### config.mk
export PLATFORM = sky130hd
export DESIGN_NAME = line_scheduler_flat
export DESIGN_NICKNAME = d
export VERILOG_FILES = /design/src/rtl/line_scheduler_if.sv /design/src/rtl/line_scheduler.sv /design/src/flat_wrapper.sv
export SDC_FILE = /design/constraint.sdc
export NUM_CORES = 1
export LEC_CHECK = 0
export BUFFER_PORTS_ARGS = -buffer_cell sky130_fd_sc_hd__buf_2
export CORE_MARGIN = 2
export CORE_UTILIZATION = 41
export DETAILED_ROUTE_END_ITERATION = 16
export MAX_ROUTING_LAYER = met4
export PLACE_DENSITY = 0.66
export SYNTH_ARGS = -nofsm -noshare
export SYNTH_HDL_FRONTEND = slang
export SYNTH_SLANG_ARGS = --single-unit
### constraint.sdc
create_clock -name clk -period 3.1 [get_ports clk]
set_input_delay 0.155 -clock clk [delete_from_list [all_inputs] [get_ports clk]]
set_output_delay 0.155 -clock clk [all_outputs]
set_load 0.01 [all_outputs]
### src/rtl/line_scheduler_if.sv
// rtl/line_scheduler_if.sv - command stream into the line scheduler FIFO
interface line_scheduler_if #(
    parameter int CW = 11
);
    logic          cmd_valid;
    logic          cmd_ready;
    logic [1:0]    cmd_op;
    logic          cmd_color;
    logic [CW-1:0] cmd_x0;
    logic [CW-1:0] cmd_y0;
    logic [CW-1:0] cmd_x1;
    logic [CW-1:0] cmd_y1;

    modport master (
        output cmd_valid, cmd_op, cmd_color, cmd_x0, cmd_y0, cmd_x1, cmd_y1,
        input  cmd_ready
    );

    modport slave (
        input  cmd_valid, cmd_op, cmd_color, cmd_x0, cmd_y0, cmd_x1, cmd_y1,
        output cmd_ready
    );
endinterface

### src/rtl/line_scheduler.sv
// rtl/line_scheduler.sv - queued LINE/CLEAR/WAIT_FRAME sequencer owning the framebuffer write port
module line_scheduler #(
    parameter int WIDTH  = 640,
    parameter int HEIGHT = 480,
    parameter int DEPTH  = 4,
    parameter int CW     = 11
) (
    input  logic            clk,
    input  logic            reset,
    line_scheduler_if.slave cmd,
    input  logic            frame_start,
    output logic            ld_start,
    output logic [CW-1:0]   ld_x0,
    output logic [CW-1:0]   ld_y0,
    output logic [CW-1:0]   ld_x1,
    output logic [CW-1:0]   ld_y1,
    input  logic            ld_valid,
    input  logic [CW-1:0]   ld_x,
    input  logic [CW-1:0]   ld_y,
    input  logic            ld_done,
    output logic [CW-1:0]   fb_x,
    output logic [CW-1:0]   fb_y,
    output logic            fb_color,
    output logic            fb_write,
    output logic            busy,
    output logic [15:0]     lines_done
);
    localparam int AW = $clog2(DEPTH);
    localparam logic [AW:0]   FULL_COUNT = (AW+1)'(DEPTH);
    localparam logic [CW-1:0] X_LAST     = CW'(WIDTH - 1);
    localparam logic [CW-1:0] Y_LAST     = CW'(HEIGHT - 1);

    localparam logic [1:0] OP_LINE  = 2'b00;
    localparam logic [1:0] OP_CLEAR = 2'b01;
    localparam logic [1:0] OP_WAIT  = 2'b10;

    typedef struct packed {
        logic [1:0]    op;
        logic          color;
        logic [CW-1:0] x0;
        logic [CW-1:0] y0;
        logic [CW-1:0] x1;
        logic [CW-1:0] y1;
    } cmd_t;

    typedef enum logic [2:0] {
        S_IDLE, S_LOAD, S_START, S_DRAW, S_CLEAR, S_WAIT
    } state_t;

    state_t        state;
    cmd_t          fifo_mem [DEPTH];
    cmd_t          cmd_in;
    cmd_t          head;
    logic [AW-1:0] wr_ptr;
    logic [AW-1:0] rd_ptr;
    logic [AW:0]   count;
    logic          push;
    logic          pop;
    logic [1:0]    cur_op;
    logic [CW-1:0] cx;
    logic [CW-1:0] cy;
    logic [CW-1:0] hold_x;
    logic [CW-1:0] hold_y;

    assign cmd_in = '{op: cmd.cmd_op, color: cmd.cmd_color, x0: cmd.cmd_x0,
                      y0: cmd.cmd_y0, x1: cmd.cmd_x1, y1: cmd.cmd_y1};
    assign head          = fifo_mem[rd_ptr];
    assign cmd.cmd_ready = (count != FULL_COUNT);
    assign push          = cmd.cmd_valid && cmd.cmd_ready;
    assign pop           = (state == S_IDLE) && (count != '0);
    assign busy          = (state != S_IDLE) || (count != '0);

    always_ff @(posedge clk) begin
        if (push) begin
            fifo_mem[wr_ptr] <= cmd_in;
        end
    end

    always_ff @(posedge clk) begin
        if (!reset) begin
            wr_ptr <= '0;
            rd_ptr <= '0;
            count  <= '0;
        end else begin
            if (push) wr_ptr <= wr_ptr + 1'b1;
            if (pop)  rd_ptr <= rd_ptr + 1'b1;
            case ({push, pop})
                2'b10:   count <= count + 1'b1;
                2'b01:   count <= count - 1'b1;
                default: count <= count;
            endcase
        end
    end

    always_ff @(posedge clk) begin
        if (!reset) begin
            state      <= S_IDLE;
            ld_start   <= 1'b0;
            ld_x0      <= '0;
            ld_y0      <= '0;
            ld_x1      <= '0;
            ld_y1      <= '0;
            fb_color   <= 1'b0;
            cur_op     <= '0;
            cx         <= '0;
            cy         <= '0;
            lines_done <= '0;
        end else begin
            ld_start <= 1'b0;
            case (state)
                S_IDLE: begin
                    if (count != '0) begin
                        cur_op   <= head.op;
                        fb_color <= head.color;
                        ld_x0    <= head.x0;
                        ld_y0    <= head.y0;
                        ld_x1    <= head.x1;
                        ld_y1    <= head.y1;
                        state    <= S_LOAD;
                    end
                end
                S_LOAD: begin
                    case (cur_op)
                        OP_LINE: begin
                            ld_start <= 1'b1;
                            state    <= S_START;
                        end
                        OP_CLEAR: begin
                            cx    <= '0;
                            cy    <= '0;
                            state <= S_CLEAR;
                        end
                        OP_WAIT: state <= S_WAIT;
                        default: state <= S_IDLE;
                    endcase
                end
                S_START: state <= S_DRAW;
                S_DRAW: begin
                    if (ld_done) begin
                        lines_done <= lines_done + 16'd1;
                        state      <= S_IDLE;
                    end
                end
                S_CLEAR: begin
                    if (cx == X_LAST) begin
                        cx <= '0;
                        if (cy == Y_LAST) state <= S_IDLE;
                        else              cy <= cy + 1'b1;
                    end else begin
                        cx <= cx + 1'b1;
                    end
                end
                S_WAIT: begin
                    if (frame_start) state <= S_IDLE;
                end
                default: state <= S_IDLE;
            endcase
        end
    end

    // Coordinates keep the last written pixel so fb_write alone qualifies the port.
    always_ff @(posedge clk) begin
        if (!reset) begin
            hold_x <= '0;
            hold_y <= '0;
        end else if (fb_write) begin
            hold_x <= fb_x;
            hold_y <= fb_y;
        end
    end

    always_comb begin
        fb_write = 1'b0;
        fb_x     = hold_x;
        fb_y     = hold_y;
        if (state == S_DRAW && ld_valid) begin
            fb_write = 1'b1;
            fb_x     = ld_x;
            fb_y     = ld_y;
        end else if (state == S_CLEAR) begin
            fb_write = 1'b1;
            fb_x     = cx;
            fb_y     = cy;
        end
    end
endmodule
### src/flat_wrapper.sv
// flat-port wrapper written by rule: the top's interface ports become plain ports
module line_scheduler_flat 
#(
    parameter int WIDTH  = 640,
    parameter int HEIGHT = 480,
    parameter int DEPTH  = 4,
    parameter int CW     = 11
)
  (clk, reset, frame_start, ld_start, ld_x0, ld_y0, ld_x1, ld_y1, ld_valid, ld_x, ld_y, ld_done, fb_x, fb_y, fb_color, fb_write, busy, lines_done, cmd_cmd_valid, cmd_cmd_op, cmd_cmd_color, cmd_cmd_x0, cmd_cmd_y0, cmd_cmd_x1, cmd_cmd_y1, cmd_cmd_ready);
  line_scheduler_if #(.CW(CW)) cmd_i ();
  input  logic clk;
  input  logic reset;
  input  logic frame_start;
  output logic ld_start;
  output logic [CW-1:0] ld_x0;
  output logic [CW-1:0] ld_y0;
  output logic [CW-1:0] ld_x1;
  output logic [CW-1:0] ld_y1;
  input  logic ld_valid;
  input  logic [CW-1:0] ld_x;
  input  logic [CW-1:0] ld_y;
  input  logic ld_done;
  output logic [CW-1:0] fb_x;
  output logic [CW-1:0] fb_y;
  output logic fb_color;
  output logic fb_write;
  output logic busy;
  output logic [15:0] lines_done;
  input wire logic [$bits(cmd_i.cmd_valid)-1:0] cmd_cmd_valid;
  input wire logic [$bits(cmd_i.cmd_op)-1:0] cmd_cmd_op;
  input wire logic [$bits(cmd_i.cmd_color)-1:0] cmd_cmd_color;
  input wire logic [$bits(cmd_i.cmd_x0)-1:0] cmd_cmd_x0;
  input wire logic [$bits(cmd_i.cmd_y0)-1:0] cmd_cmd_y0;
  input wire logic [$bits(cmd_i.cmd_x1)-1:0] cmd_cmd_x1;
  input wire logic [$bits(cmd_i.cmd_y1)-1:0] cmd_cmd_y1;
  output wire logic [$bits(cmd_i.cmd_ready)-1:0] cmd_cmd_ready;
  assign cmd_i.cmd_valid = cmd_cmd_valid;
  assign cmd_i.cmd_op = cmd_cmd_op;
  assign cmd_i.cmd_color = cmd_cmd_color;
  assign cmd_i.cmd_x0 = cmd_cmd_x0;
  assign cmd_i.cmd_y0 = cmd_cmd_y0;
  assign cmd_i.cmd_x1 = cmd_cmd_x1;
  assign cmd_i.cmd_y1 = cmd_cmd_y1;
  assign cmd_cmd_ready = cmd_i.cmd_ready;
  line_scheduler #(.WIDTH(WIDTH), .HEIGHT(HEIGHT), .DEPTH(DEPTH), .CW(CW)) u_core (.clk(clk), .reset(reset), .cmd(cmd_i), .frame_start(frame_start), .ld_start(ld_start), .ld_x0(ld_x0), .ld_y0(ld_y0), .ld_x1(ld_x1), .ld_y1(ld_y1), .ld_valid(ld_valid), .ld_x(ld_x), .ld_y(ld_y), .ld_done(ld_done), .fb_x(fb_x), .fb_y(fb_y), .fb_color(fb_color), .fb_write(fb_write), .busy(busy), .lines_done(lines_done));
endmodule
[Word-level counts from Yosys, hierarchy flattened]
Memories as Yosys holds them, arrays and structs flattened. A register that Yosys moved wholly into a read port is not among the register bits.
Cells that the tools add are included.
Storage, ports and cells
  memories kept: 1
  RAM bits: 188
  logic and storage cells: 77
  bits of input ports: 75
  register bits after elaboration: 71
  output and inout port bits: 87
Memories
  u_core.fifo_mem: depth 4, bits a word 47, read ports 1, clocked after memory_dff 1, wr ports 1, RTL line line_scheduler.sv:51  | cmd_t fifo_mem [DEPTH];
Operators by class
  reductions and logical operators: 17
  eq/ne operators: 19
  muxes and demuxes: 23
  add/subtract/negate cells: 7
Operator list (number)
  two-way mux 11 bit: 8
  case mux 11 bit (2 select lines): 2
  adder 11 x 1 -> 11 bit, second input constant: 2
  case mux 3 bit (6 select lines): 1
  adder 16 x 1 -> 16 bit, second input constant: 1
  two-way mux 3 bit: 5
  == test 11 x 10 -> 1 bit, second input constant: 1
  == test 11 x 9 -> 1 bit, second input constant: 1
  case mux 3 bit (3 select lines): 1
  inequality test 2 bit, second input constant: 4
  AND reduction 2 bit: 4
  == test 3 x 2 -> 1 bit, second input constant: 2
  == test 3 bit, second input constant: 2
  inequality test 2 x 1 -> 1 bit, second input constant: 3
  case mux 3 bit (2 select lines): 1
  nonzero test 3 bit: 2
  two-way mux 1 bit: 5
  AND reduction 5 bit: 1
  adder 2 x 1 -> 2 bit, second input constant: 2
  == test 2 x 1 -> 1 bit, second input constant: 2
  == test 2 bit, second input constant: 2
  AND reduction 4 bit: 1
  nonzero test 2 bit: 2
  adder 3 x 1 -> 3 bit, second input constant: 1
  other kinds (8): 10

[Logic depth before layout (Yosys ltp)]
  depth after elaboration: 4
  gate-level depth with buffers: 11
  gate-level depth less buffers: 9

[Worst setup path before layout]
No wires, ideal clock.
  path kind: register to register
  start point: register u_core.state[0]
  end point: register u_core.count[2]
  buffers on the path: 2
  library setup time: 0.070 ns
  stages on the path, launching flop included: 12
  period minus slack after synthesis: 2.533 ns
  arrival: 2.463 ns
  slack: 0.567 ns
  data required time: 3.030 ns
  path through: dfxtp_1 > clkbuf_1 > nor3_1 > nand2_1 > inv_2 > clkbuf_1 > ha_1 > inv_1 > fa_1 > xor2_1 > or3_1 > a21oi_1
Between the ends
  cells in the longest elaborated chain, start to end: 4
  elaborated cells between the ends (all ways): 6
  those cells by class: eq/ne (2); mux (1); reduce/logical (3)
Ends and longest elaborated chain
  start: declaration: RTL line line_scheduler.sv:50  | state_t state;
  start signal: assignment: RTL line line_scheduler.sv:97  | state <= S_IDLE;
  start signal: assignment: RTL line line_scheduler.sv:119  | state <= S_LOAD;
  start signal: assignment: RTL line line_scheduler.sv:126  | state <= S_START;
  logical NOT 3 bit *: RTL line line_scheduler.sv:70  | assign pop = (state == S_IDLE) && (count != '0);
  logical AND 1 bit *: RTL line line_scheduler.sv:70
  net u_core.pop: RTL line line_scheduler.sv:58  | logic pop;
  == test 2 x 1 -> 1 bit or == test 2 bit (tied branches): RTL line line_scheduler.sv:87  | case ({push, pop})
  case mux 3 bit (2 select lines) or nonzero test 2 bit (tied branches)
  end signal: assignment: RTL line line_scheduler.sv:88  | 2'b10: count <= count + 1'b1;
  end signal: assignment: RTL line line_scheduler.sv:89  | 2'b01: count <= count - 1'b1;
  end signal: assignment: RTL line line_scheduler.sv:90  | default: count <= count;
  end: declaration: RTL line line_scheduler.sv:56  | logic [AW:0] count;
The timed path passes the listed nets; every way through them passes the cells marked *.
A chain may end at the register's enable or synchronous reset.

[Worst setup path after layout]
  start point: register u_core.state[2]
  end point: output port fb_x[5]
Between the ends
  cells in the longest elaborated chain, start to end: 3
  elaborated cells between the ends (all ways): 5
  those cells by class: eq/ne (2); mux (2); reduce/logical (1)
Ends and longest elaborated chain
  == test 3 bit or == test 3 x 2 -> 1 bit (tied branches): RTL line line_scheduler.sv:180, line_scheduler.sv:176
  two-way mux 11 bit or logical AND 1 bit (tied branches): RTL line line_scheduler.sv:180, line_scheduler.sv:176
  two-way mux 11 bit *: RTL line line_scheduler.sv:176  | if (state == S_DRAW && ld_valid) begin
  end: declaration: RTL line flat_wrapper.sv:23  | output logic [CW-1:0] fb_x;
Mark *: on every way between the ends. The rest lies on a longest branch, timed or not.

==> flow_results.org <==
** Cells and area
- Counting the fill cells in the layout gives 2,483.
- Cell area after layout :: 15,000 um^2
- The top cell types in the final layout, fill and taps aside, are sky130_fd_sc_hd__edfxtp_1, sky130_fd_sc_hd__buf_2, sky130_fd_sc_hd__nand2_1.
- Layout Cells excl Fill :: 1,513
- The post-route netlist has about a quarter of its cells at a drive strength greater than 1.
- The library cell used most frequently in the layout, excluding fill and tap cells, is sky130_fd_sc_hd__edfxtp_1.
- Total Nets Final :: 1,184
- Area Growth Syn to Fin :: 23.2%

** Power
- For this design the total switching power over the nets is 3.66 mW.
- For this design the static power due to leakage is between 5 and 6 nW.
- VDD sags by at most approximately 700 uV.
- In this run, the combinational gates consume 23.2% of the power.
- Proportion of power drawn by flip-flops and latches :: 43.9%
- Share of power burned in the clock network :: 32.9%
- Cell internal power was estimated by the tool at about 8.3 mW.
- In this run the power density over the cells is around 800 nW/um^2.
- Net switching is about 31% of the power.
- After layout, the design draws a total of 12.0 mW.

** STA
- Max Freq :: around 360 MHz
- For the final routed database, the setup TNS stands at 0 ns.
- Final worst-path cycle share :: slightly below 90%
- Transition at the pin with the smallest max-transition slack :: around 0.76 ns
- The total count of hold-check failures in the final report was 0.
- The count of final max-slew check failures was 0.
- Time the final worst path needs with I/O delays and setup :: roughly 2.7 ns
- In this run the tightest slew margin relative to its limit is between 40% and 50%.
- Setup repair after global routing left no endpoint under its margin.
- Hold timing on the final database bottoms out at a slack of 0.0637 ns.
- Across the routed clock network, the largest skew measured is approximately 0.02 ns.
- Final number of setup-violating endpoints :: 0

** Synthesis
- Of all flip-flops after synthesis, the portion carrying an async set or reset was 0%.
- Synthesized area per cell :: around 14 um^2
- In the synthesized netlist the dominant register cell turns out to be sky130_fd_sc_hd__edfxtp_1.
- After synthesis, flip-flops and latches occupy between 60% and 70% of the total area.
- Synth Warn # :: 0
- The cell count after synthesis came out at between 800 and 900.
- Synth Net Count :: between 900 and 1k
- Netlist area before placement :: around 12,000 um^2
- Post-synth EDFFs :: around 190
- After synthesis, the netlist uses 65 different library cells.
- Register bit total from synthesis :: 306

** Placement
- HPWL reported at the end of detailed placement :: between 15,000 and 20,000 um
- Counting tap cells, the placed design contains a total of approximately 1.4k instances.
- The congestion estimate from routability-driven global placement came to roughly 0.79.
- Post-placement cell area :: 13,400 um^2
- During placement, the flow inserted port buffers numbering about 160.

** Clock tree
- The longest clock path from root to sink contains 3 buffers.
- After clock tree synthesis, the clock-pin slew on the worst setup and hold paths is ~0.06 ns.
- Clock tree from TritonCTS :: yes
- CTS built an H-tree with a depth of 2.
- Clock tree synthesis inserted a total of 35 buffers.
- Clk_lat worst skew :: about 0.52 ns
- CTS sink cnt :: just over 300
- Buffer cell driving the clock tree root :: sky130_fd_sc_hd__clkbuf_16

** Drt
- Before antenna repair, the detailed router went through 5 iterations.
- After detailed routing, the number of remaining DRC violations is 0.
- In the routed layout, each cell is associated on average with a via count of 5.30.
- Iteration-0 DRC Markers :: 436
- In this run the remaining antenna-violating nets after routing total 0.
- Total wirelength of the detailed-routed design :: between 20,000 and 30,000 um
- Via count :: 8,014
- Routed length per instance :: approximately 17 um

** Critical path
- Counting cells, the worst reg-to-reg path comes to 9.
- The critical path is of the reg -> out type.
- CP arrival :: 2.59 ns
- Reg-to-Reg End :: u_core.count[2]$_SDFFE_PN0P_
- FF-to-FF Start :: u_core.count[0]$_SDFFE_PN0P_
- STA classifies the critical path endpoint as a primary output.
- Data on the critical path is required at its endpoint by approximately 2.9 ns.
- The setup check on the worst reg-to-reg path leaves a slack of around 0.70 ns.
- Biggest fanout along the worst timing path :: 42
- The worst setup path is launched from a register.

** Outcome
- The flow ran to the end, and the final reports show no timing, DRC or antenna violations.

** Flow run
- Max Cap Viol :: 0

** Min path
- Counting instances, the worst hold path has a depth of 4.
- Worst min-delay path startpoint :: ld_y[9]
- For hold timing, the worst endpoint is u_core.hold_y[9]$_SDFFE_PN0P_.
- Tightest Hold Check Type :: in -> reg

** Floorplanning
- Core Footprint :: 29,400 um^2
- Die W :: around 180 um
- Number of top-level pins :: 162
- Die Outline Area :: 31,100 um^2
- The initial utilization of the core area, before any placement, comes to about two fifths.
- The floorplan step set the die height to ~180 um.
- Site Rows :: 63

** GRT
- Total Routing Usage GR :: between 15 and 20%
- The number of antenna violations at the first check in global routing came to 1.
- The via count of the first global-routing pass is between 7k and 8k.
- GRT overflow :: 0
- Entering global routing, the biggest net connects 49 pins.
- The first global-routing pass estimated roughly 42,000 um of wire.
## cells in the mapped netlist, drive strengths merged (3+ instances only)
master / n / area (um^2)
xor2: 6 / 52.6
inv: 37 / 139
a221o: 3 / 30.0
a41oi: 3 / 45.1
clkbuf: 37 / 139
a31oi: 4 / 25.0
or3: 12 / 80.1
nor4: 6 / 43.8
and3: 9 / 56.3
a41o: 3 / 30.0
nand3: 12 / 60.1
mux4: 47 / 1060
nor3: 10 / 55.1
or4: 4 / 37.5
o221a: 4 / 45.0
edfxtp: 188 / 5650
a2111oi: 3 / 26.3
a311oi: 3 / 26.3
nor3b: 4 / 40.0
buf: 18 / 88.8
and2: 3 / 18.8
o31ai: 4 / 35.0
nand2: 119 / 447
o311a: 3 / 30.0
xnor2: 7 / 61.3
and4: 4 / 35.0
nand4: 6 / 37.5
dfxtp: 118 / 2360
o21ai: 32 / 160
ha: 12 / 150
a21oi: 70 / 350
o211a: 24 / 240
nor2: 25 / 93.8
nand2b: 5 / 31.3
a22oi: 20 / 150
## registers in the layout, indices dropped and copies added (netlist names)
register           count
u_core.fifo_mem      188
u_core.lines_done     16
u_core.cx             11
u_core.cy             11
u_core.hold_x         11
u_core.hold_y         11
u_core.ld_x0          11
u_core.ld_x1          11
u_core.ld_y0          11
u_core.ld_y1          11
u_core.count           3
u_core.state           3
u_core.cur_op          2
u_core.rd_ptr          2
u_core.wr_ptr          2
u_core.fb_color        1
u_core.ld_start        1
## worst max-delay path, stage by stage, from the launching register on
cell and delay, ns:
sky130_fd_sc_hd__dfxtp_1 0.57, sky130_fd_sc_hd__and4b_1 0.24, sky130_fd_sc_hd__buf_4 0.21, sky130_fd_sc_hd__nor2_1 0.25, sky130_fd_sc_hd__inv_1 0.07, sky130_fd_sc_hd__buf_4 0.25, sky130_fd_sc_hd__o21ai_0 0.29, sky130_fd_sc_hd__buf_2 0.19
## routing by layer
metal / share of wire, % / vias up / global-route usage [%]
met4: 1.6 / 0 / 4.30
met3: 6.6 / 41 / 3.34
met2: 48 / 232 / 28.6
met1: 43 / 3935 / 22.7
met5: 0 / - / -
li1: - / 3806 / -
## power by group through the flow
stage / combinational [mW] / clock (mW) / sequential (mW)
2_1_floorplan: 1.78 / 0 / 5.32
3_3_place_gp: 2.75 / 0 / 5.32
3_5_place_dp: 2.79 / 0 / 5.34
4_1_cts: 2.85 / 4.04 / 5.26
5_1_grt: 3.09 / 4.19 / 5.33
6_report: 2.78 / 3.94 / 5.25
## timing repair
action	in CTS	in global routing
resized for setup	0	1
buffers inserted	0	0
endpoints found under the setup margin	0	5
hold buffers	47	0
hold endpoints to repair	188	0
## logic make-up after synthesis
| logic type | after synthesis | share of synthesized area (%) |
|---|---|---|
| flip-flops | 306 | 65.8 |
| AND/OR/NAND/NOR | 235 | 9.72 |
| AO/OA/AOI/OAI | 184 | 10.3 |
| buffers and inverters | 92 | 3.01 |
| multiplexers | 48 | 8.78 |
| XOR/XNOR | 13 | 0.936 |
| adder cells (fa/ha/maj) | 13 | 1.40 |
## per-stage QoR
stage / setup slack [ns] / util [%]
6_report: 0.359 / 51.0
5_1_grt: 0.137 / 51.0
4_1_cts: 0.255 / 50.9
3_5_place_dp: 0.670 / 45.6
3_3_place_gp: 0.718 / 45.6
2_1_floorplan: 0.567 / -
## final cells by class
type	instances	area (um^2)	share of cell area, %
Sequential cell	306	8010	53.5
Multi-Input combinational cell	493	3800	25.4
Antenna cell	1	2.50	0.0167
Clock buffer	46	948	6.33
Tap cell	390	488	3.26
Timing Repair Buffer	223	1430	9.52
Clock inverter	17	161	1.08
Inverter	37	139	0.927
## worst max-delay path by stage
stage | startpoint | to | slack [ns] | cells past startpoint
2_1_floorplan | u_core.state[0]$_SDFFE_PN0P_ | u_core.count[2]$_SDFFE_PN0P_ | 0.57 | 11
3_3_place_gp | u_core.state[2]$_SDFFE_PN0P_ | u_core.cy[10]$_SDFFE_PN0P_ | 0.72 | 4
3_5_place_dp | u_core.state[2]$_SDFFE_PN0P_ | u_core.cy[10]$_SDFFE_PN0P_ | 0.67 | 4
4_1_cts | u_core.state[2]$_SDFFE_PN0P_ | fb_x[5] | 0.26 | 6
5_1_grt | u_core.state[1]$_SDFFE_PN0P_ | fb_x[3] | 0.14 | 7
6_report | u_core.state[2]$_SDFFE_PN0P_ | fb_x[5] | 0.36 | 7
Power figures use the tool's default switching activity.
